### config.mk
export PLATFORM = sky130hd
export DESIGN_NAME = seq_mul_shift_add
export DESIGN_NICKNAME = d
export VERILOG_FILES = /design/src/rtl/seq_mul_shift_add.sv
export SDC_FILE = /design/constraint.sdc
export NUM_CORES = 1
export LEC_CHECK = 0
export CAP_MARGIN = 30
export CORE_ASPECT_RATIO = 1.1
export CORE_MARGIN = 5
export CORE_UTILIZATION = 41
export CTS_CLUSTER_DIAMETER = 120
export CTS_CLUSTER_SIZE = 24
export DETAILED_ROUTE_END_ITERATION = 12
export DONT_BUFFER_PORTS = 1
export MAX_ROUTING_LAYER = met4
export PLACE_DENSITY = 0.59
export SYNTH_ARGS = -nofsm -noshare
export SYNTH_HDL_FRONTEND = slang
export SYNTH_SLANG_ARGS = --single-unit
### constraint.sdc
create_clock -name clk -period 2.6 [get_ports clk]
set_input_delay 0.26 -clock clk [delete_from_list [all_inputs] [get_ports clk]]
set_output_delay 0.26 -clock clk [all_outputs]
set_load 0.005 [all_outputs]
### src/rtl/seq_mul_shift_add.sv
// Sequential shift-and-add multiplier with start/busy/done handshake and early exit.
// Define SIGNED_MUL_EN for two's-complement operands (sign-magnitude around the unsigned core).
module seq_mul_shift_add #(
  parameter int WIDTH = 16,
  parameter int CNT_W = $clog2(WIDTH) + 1
) (
  input  logic               clk,
  input  logic               rst_n,
  input  logic               start,
  input  logic [WIDTH-1:0]   a_in,
  input  logic [WIDTH-1:0]   b_in,
  output logic               ready,
  output logic               busy,
  output logic               done,
  output logic [2*WIDTH-1:0] product
);

  typedef enum logic [1:0] {IDLE, CALC, DONE} state_t;

  state_t               state, nxt;
  logic [2*WIDTH-1:0]   m, acc, acc_add, fin;
  logic [WIDTH-1:0]     q, q_sh, a_mag, b_mag;
  logic [CNT_W-1:0]     cnt;
  logic                 accept, zero_op, last;

`ifdef SIGNED_MUL_EN
  logic                 sgn;
  assign a_mag = a_in[WIDTH-1] ? (~a_in + 1'b1) : a_in;
  assign b_mag = b_in[WIDTH-1] ? (~b_in + 1'b1) : b_in;
  assign fin   = sgn ? (~acc_add + 1'b1) : acc_add;
`else
  assign a_mag = a_in;
  assign b_mag = b_in;
  assign fin   = acc_add;
`endif

  assign ready   = (state == IDLE) || (state == DONE);
  assign busy    = (state == CALC);
  assign done    = (state == DONE);
  assign accept  = start && ready;
  assign zero_op = (a_in == '0) || (b_in == '0);

  assign acc_add = q[0] ? (acc + m) : acc;
  assign q_sh    = q >> 1;
  // Stop as soon as no multiplier bits remain, bounding latency by MSB position.
  assign last    = (q_sh == '0) || (cnt == CNT_W'(WIDTH - 1));

  always_ff @(posedge clk or negedge rst_n) begin
    if (!rst_n) state <= IDLE;
    else        state <= nxt;
  end

  always_comb begin
    nxt = state;
    case (state)
      IDLE, DONE: begin
        if (accept)             nxt = zero_op ? DONE : CALC;
        else if (state == DONE) nxt = IDLE;
      end
      CALC:    if (last) nxt = DONE;
      default: nxt = IDLE;
    endcase
  end

  always_ff @(posedge clk or negedge rst_n) begin
    if (!rst_n) begin
      m       <= '0;
      q       <= '0;
      acc     <= '0;
      cnt     <= '0;
      product <= '0;
`ifdef SIGNED_MUL_EN
      sgn     <= 1'b0;
`endif
    end else if (accept) begin
      m   <= {{WIDTH{1'b0}}, a_mag};
      q   <= b_mag;
      acc <= '0;
      cnt <= '0;
`ifdef SIGNED_MUL_EN
      sgn <= a_in[WIDTH-1] ^ b_in[WIDTH-1];
`endif
      // Zero shortcut: result known immediately, never a negative zero.
      if (zero_op) product <= '0;
    end else if (state == CALC) begin
      acc <= acc_add;
      m   <= m << 1;
      q   <= q_sh;
      cnt <= cnt + 1'b1;
      if (last) product <= fin;
    end
  end

endmodule
Yosys cells after proc, flatten, opt, wreduce, memory -nomap -nowiden
Cells that the tools add are included.
Word-level totals
  register bits: 119
  input bits: 35
  output and inout port bits: 35
  logic and storage cells: 45
Cells by class
  reduce and logical (&&, ||, !) cells: 13
  $add $sub $neg: 2
  equality and inequality tests: 6
  multiplexer cells: 18
Operator list (count)
  2-to-1 mux 32 bit: 9
  zero test 16 bit: 3
  adder 32 bit: 1
  2-to-1 mux 16 bit: 2
  2-to-1 mux 5 bit: 2
  2-to-1 mux 2 bit: 4
  adder 5 x 1 -> 5 bit, second input constant: 1
  equality test 5 x 4 -> 1 bit, second input constant: 1
  != test 2 x 1 -> 1 bit, second input constant: 2
  case mux 2 bit (2 select lines): 1
  nonzero test 2 bit: 2
  logical OR 1 bit: 3
  != test 3 bit, second input constant: 1
  AND reduction 3 bit: 1
  equality test 2 x 1 -> 1 bit, second input constant: 1
  equality test 2 bit, second input constant: 1
  zero test 2 bit: 1
  AND reduction 2 bit: 1
  OR reduction 2 bit: 1
  logical AND 1 bit: 1

Longest topological paths before layout
  depth in word-level cells: 5
  depth in mapped cells: 10
  depth with buffers taken out: 10

Least setup slack after synthesis
No wires, ideal clock.
  kind: reg2reg
  start: reg m[0]
  end: reg product[26]
  path slack: -0.127 ns
  library setup time: 0.126 ns
  data arrival time: 2.601 ns
  cell stages (with the launch flop): 10
  data required time: 2.474 ns
  buffers on the path: 0
  period minus slack after synthesis: 2.727 ns
  path through: dfrtp_1 -> ha_1 -> fa_1 -> a21o_1 -> a221o_2 -> a31oi_4 -> o2111ai_2 -> a311oi_2 -> xnor2_1 -> a221o_1
Between the ends
  longest elaborated chain between the ends: 5
RTL lines
  from (decl): line 21  | logic [2*WIDTH-1:0] m, acc, acc_add, fin;
  from (signal assigned): line 76  | m <= {{WIDTH{1'b0}}, a_mag};
  from (signal assigned): line 87  | m <= m << 1;
  adder 32 bit: line 43  | assign acc_add = q[0] ? (acc + m) : acc;
  2-to-1 mux 32 bit: line 43
  2-to-1 mux 32 bit: line 90  | if (last) product <= fin;
  2-to-1 mux 32 bit: line 85  | end else if (state == CALC) begin
  2-to-1 mux 32 bit: line 75  | end else if (accept) begin
  to (signal assigned): line 90
  to (decl): line 15  | output logic [2*WIDTH-1:0] product
No other way between the ends. The select of a mux whose other input is x is not followed.
A chain may end at the register's enable or synchronous reset.

Final worst setup path
  start: reg acc[0]
  end: reg acc[12]
Between the ends
  longest elaborated chain between the ends: 4
RTL lines
  from (decl): line 21
  from (signal assigned): line 69  | acc <= '0;
  from (signal assigned): line 78  | acc <= '0;
  from (signal assigned): line 86  | acc <= acc_add;
  adder 32 bit: line 43
  2-to-1 mux 32 bit: line 43
  2-to-1 mux 32 bit: line 85
  2-to-1 mux 32 bit: line 75
No other way between the ends. The select of a mux whose other input is x is not followed.

==> flow_summary_export.csv <==
group,metric,value,unit
die,row_count,49,
place,dp_hpwl,14300,µm
timing,fin_skew,0.00941,ns
finish,nets,905,
yosys,synth-xor-area-share,3.37,%
place,io_buffers,0,
status,violations,"hold timing, setup timing",
pwr,total_power,0.0135,W
timing,hold_viol_final,119,
timing,rsz0062_at_grt,"yes",
detailed_routing,vias,6180,
detailed_routing,vias_per_cell,5.87,
grt,antenna_found_initial,0,
finish,nFillCells,1468,
grt,grt_max_degree,120,
detailed_routing,wire_per_inst,19.6,µm
yosys,synthDistinctLibCells,59,
yosys,syn-cell-area,6760,µm²
yosys,synth-main-ff-cell,"dfrtp_1",
clock_network,cts_tree,"built",
timing,hold_ws,-0.464,ns
timing,worst_pin_slew,0.677,ns
timing,slew_viol_final,0,
min_path,hold_class,"input port to async pin",
timing,slew_headroom,54.9,%
place,place.gp.congestion,0.920,
critical_path,start_kind,"flop",
yosys,ys_top_cells_by_count,"134 x nand2_1, 119 x dfrtp_1, 49 x a21oi_1",
yosys,synth_mux_area_share,3.48,%
clock_network,cts_num_sinks,119,
clock_network,cts_buffers,17,
finish,area_delta_synth_final,31.4,%
clock_network,clockBufferDepth,2,
detailed_routing,first_pass_iters,5,
detailed_routing,drc,0,
clock_network,clkTransAtPathRegs,0.06,ns
timing,setup_viol,22,
die,die_area,19200,µm²
detailed_routing,wl,20600,µm
detailed_routing,ant_nets,0,
yosys,synth_compound_area_share,22.9,%
die,die_y,145,µm
die,io_pins,70,
detailed_routing,drt_iter0_markers,382,
yosys,yosys_warnings,0,
timing,setup_tns,-2.04,ns
yosys,ys_ff_latch,119,
clock_network,htreeDepth,4,
yosys,yosys.area.top_type,"dfrtp_1",
pwr,power_density,1520,nW/µm²
place,dp_slack,-0.236,ns
yosys,synth_area_leaders,"dfrtp_1 44%, nand2_1 7.4%, ha_1 6.1%, a22oi_1 3.7%, a21oi_1 3.6%",
pwr,leakagePower,4.08,nW
finish,drive_above_1_share,23.1,%
clock_network,holdBufCountCts,32,
timing,fmax,0.360,GHz
yosys,yosysTopAreaCellShare,44.0,%
grt,track_usage,22.7,%
grt,grt_overflow_total,0,
die,die_width,132,µm
finish,register_area,2980,µm²
die,core,16300,µm²
finish,antenna_cells,0,
grt,first_global_vias,6395,
clock_network,ctsRootBufferMaster,"clkbuf_16",
critical_path,cp_data_required_time,2.87,ns
yosys,yosys.area_share.simple,16.3,%
critical_path,end_kind,"flop",
die,start_util,41.5,%
timing,fin_crit_sh,107,%
job,drv_cap,0,
yosys,yosysMostFrequentCell,"nand2_1",
timing,finalWorstSetupSlack,-0.181,ns
status,outcome,"complete, but fails checks",
finish,multi_input_area,3930,µm²
timing,layout_min_cycle_time,2.78,ns
yosys,synth_nets,801,
yosys,synthArstFlopShare,100,%
yosys,synth_edf_count,0,
clock_network,worstSkewPairLatency,0.43,ns
critical_path,crit_fanout,3,
yosys,synth_area_per_cell,9.24,µm²
yosys,yosysSeqAreaShare,44.0,%
grt,grt_pass1_wl,33700,µm
yosys,syn_inst,732,
critical_path,cp.arrival,3.05,ns
critical_path,path_class,"flop to flop",
pwr,irDropWorstVdd,0.572,mV
yosys,synth-adder-area-share,6.40,%
yosys,synth_top_family_by_area,"compound AO/OA/AOI/OAI gates",
[cell type report]
class	instances	area share [%]
Multi-Input combinational cell	554	44.2
Sequential cell	119	33.5
Timing Repair Buffer	127	12.0
Clock buffer	17	4.79
Tap cell	204	2.87
Clock inverter	15	1.90
Inverter	17	0.718
[metal layers]
metal	track usage [%]	wire [µm]
met2	37.0	10100
met5	-	0
met4	7.82	441
met1	27.8	9090
met3	5.88	1040
[flip-flops by register name (all words and copies together) (netlist names)]
signal / count
acc: 32
m: 32
product: 32
q: 16
cnt: 5
state: 2
[kinds of logic after synthesis]
logic type                 count (synthesis)
and+or+nand+nor                          245
adders and majority gates                 34
muxes                                     23
buffers and inverters                     59
AOI/OAI and AO/OA                        226
xor gates and xnor gates                  26
DFF                                      119
[timing repair]
| action | CTS | global route |
|---|---|---|
| resized for setup | 33 | 45 |
| pin swaps | 19 | 27 |
| setup buffers | 1 | 8 |
| hold endpoints to repair | 151 | 119 |
| endpoints found under the setup margin | 33 | 34 |
| gates cloned | 0 | 0 |
[worst paths after layout]
kind	start	endpoint	slack, ns	cells past startpoint
hold reg to reg	cnt[3]	cnt[3]	0.49	1
min in group clk	start	acc[28]	0.12	3
setup reg to reg	acc[0]	acc[12]	-0.18	12
setup / recovery	acc[0]	acc[12]	-0.18	12
max in group asynchronous	rst_n	m[30]	2.81	0
hold / removal	rst_n	acc[19]	-0.46	0
[power breakdown]
group | internal [W] | switching [W] | leakage (nW)
Combinational | 0.00350 | 0.00408 | 2.31
Clock | 0.00143 | 0.000944 | 0.277
Sequential | 0.00272 | 0.000830 | 1.50
[worst max-delay path, cell delays in order (launching register included)]
cell and delay [ns]:
dfrtp_1 0.38, ha_2 0.21, fa_2 0.34, a21o_1 0.20, a221o_2 0.38, a31oi_4 0.20, buf_6 0.14, o21ai_4 0.06
buf_4 0.14, buf_6 0.11, xor2_2 0.16, mux2i_1 0.21, a211oi_2 0.10
[placed cells by master (no fill, tap or decap), types with 5 or more instances in the layout]
master	instances
o21ai_0	32
ha_1	21
mux2i_1	19
o31ai_1	13
nand2b_1	6
xor2_1	6
inv_1	15
a22oi_1	33
nor2b_1	5
nand3_1	14
a21oi_1	40
buf_4	90
and3_1	5
a21oi_2	7
nand4_1	9
a22o_1	23
ha_4	8
nor2_1	32
a21o_1	16
xnor2_1	15
dlygate4sd3_1	32
nor4_1	11
o21ai_1	11
nor3_1	5
nand2_1	131
a31oi_1	6
clkbuf_16	17
inv_6	5
dfrtp_1	118
[through the flow]
step                cells  utilization (%)  instance area, µm²
floorplan             732                -                6770
global placement      980             46.3                7540
detailed placement    980             46.3                7540
CTS                  1045             52.5                8570
global route         1053             54.5                8890
finish               1053             54.5                8890
Note: power is estimated with default switching activity, not from simulation.
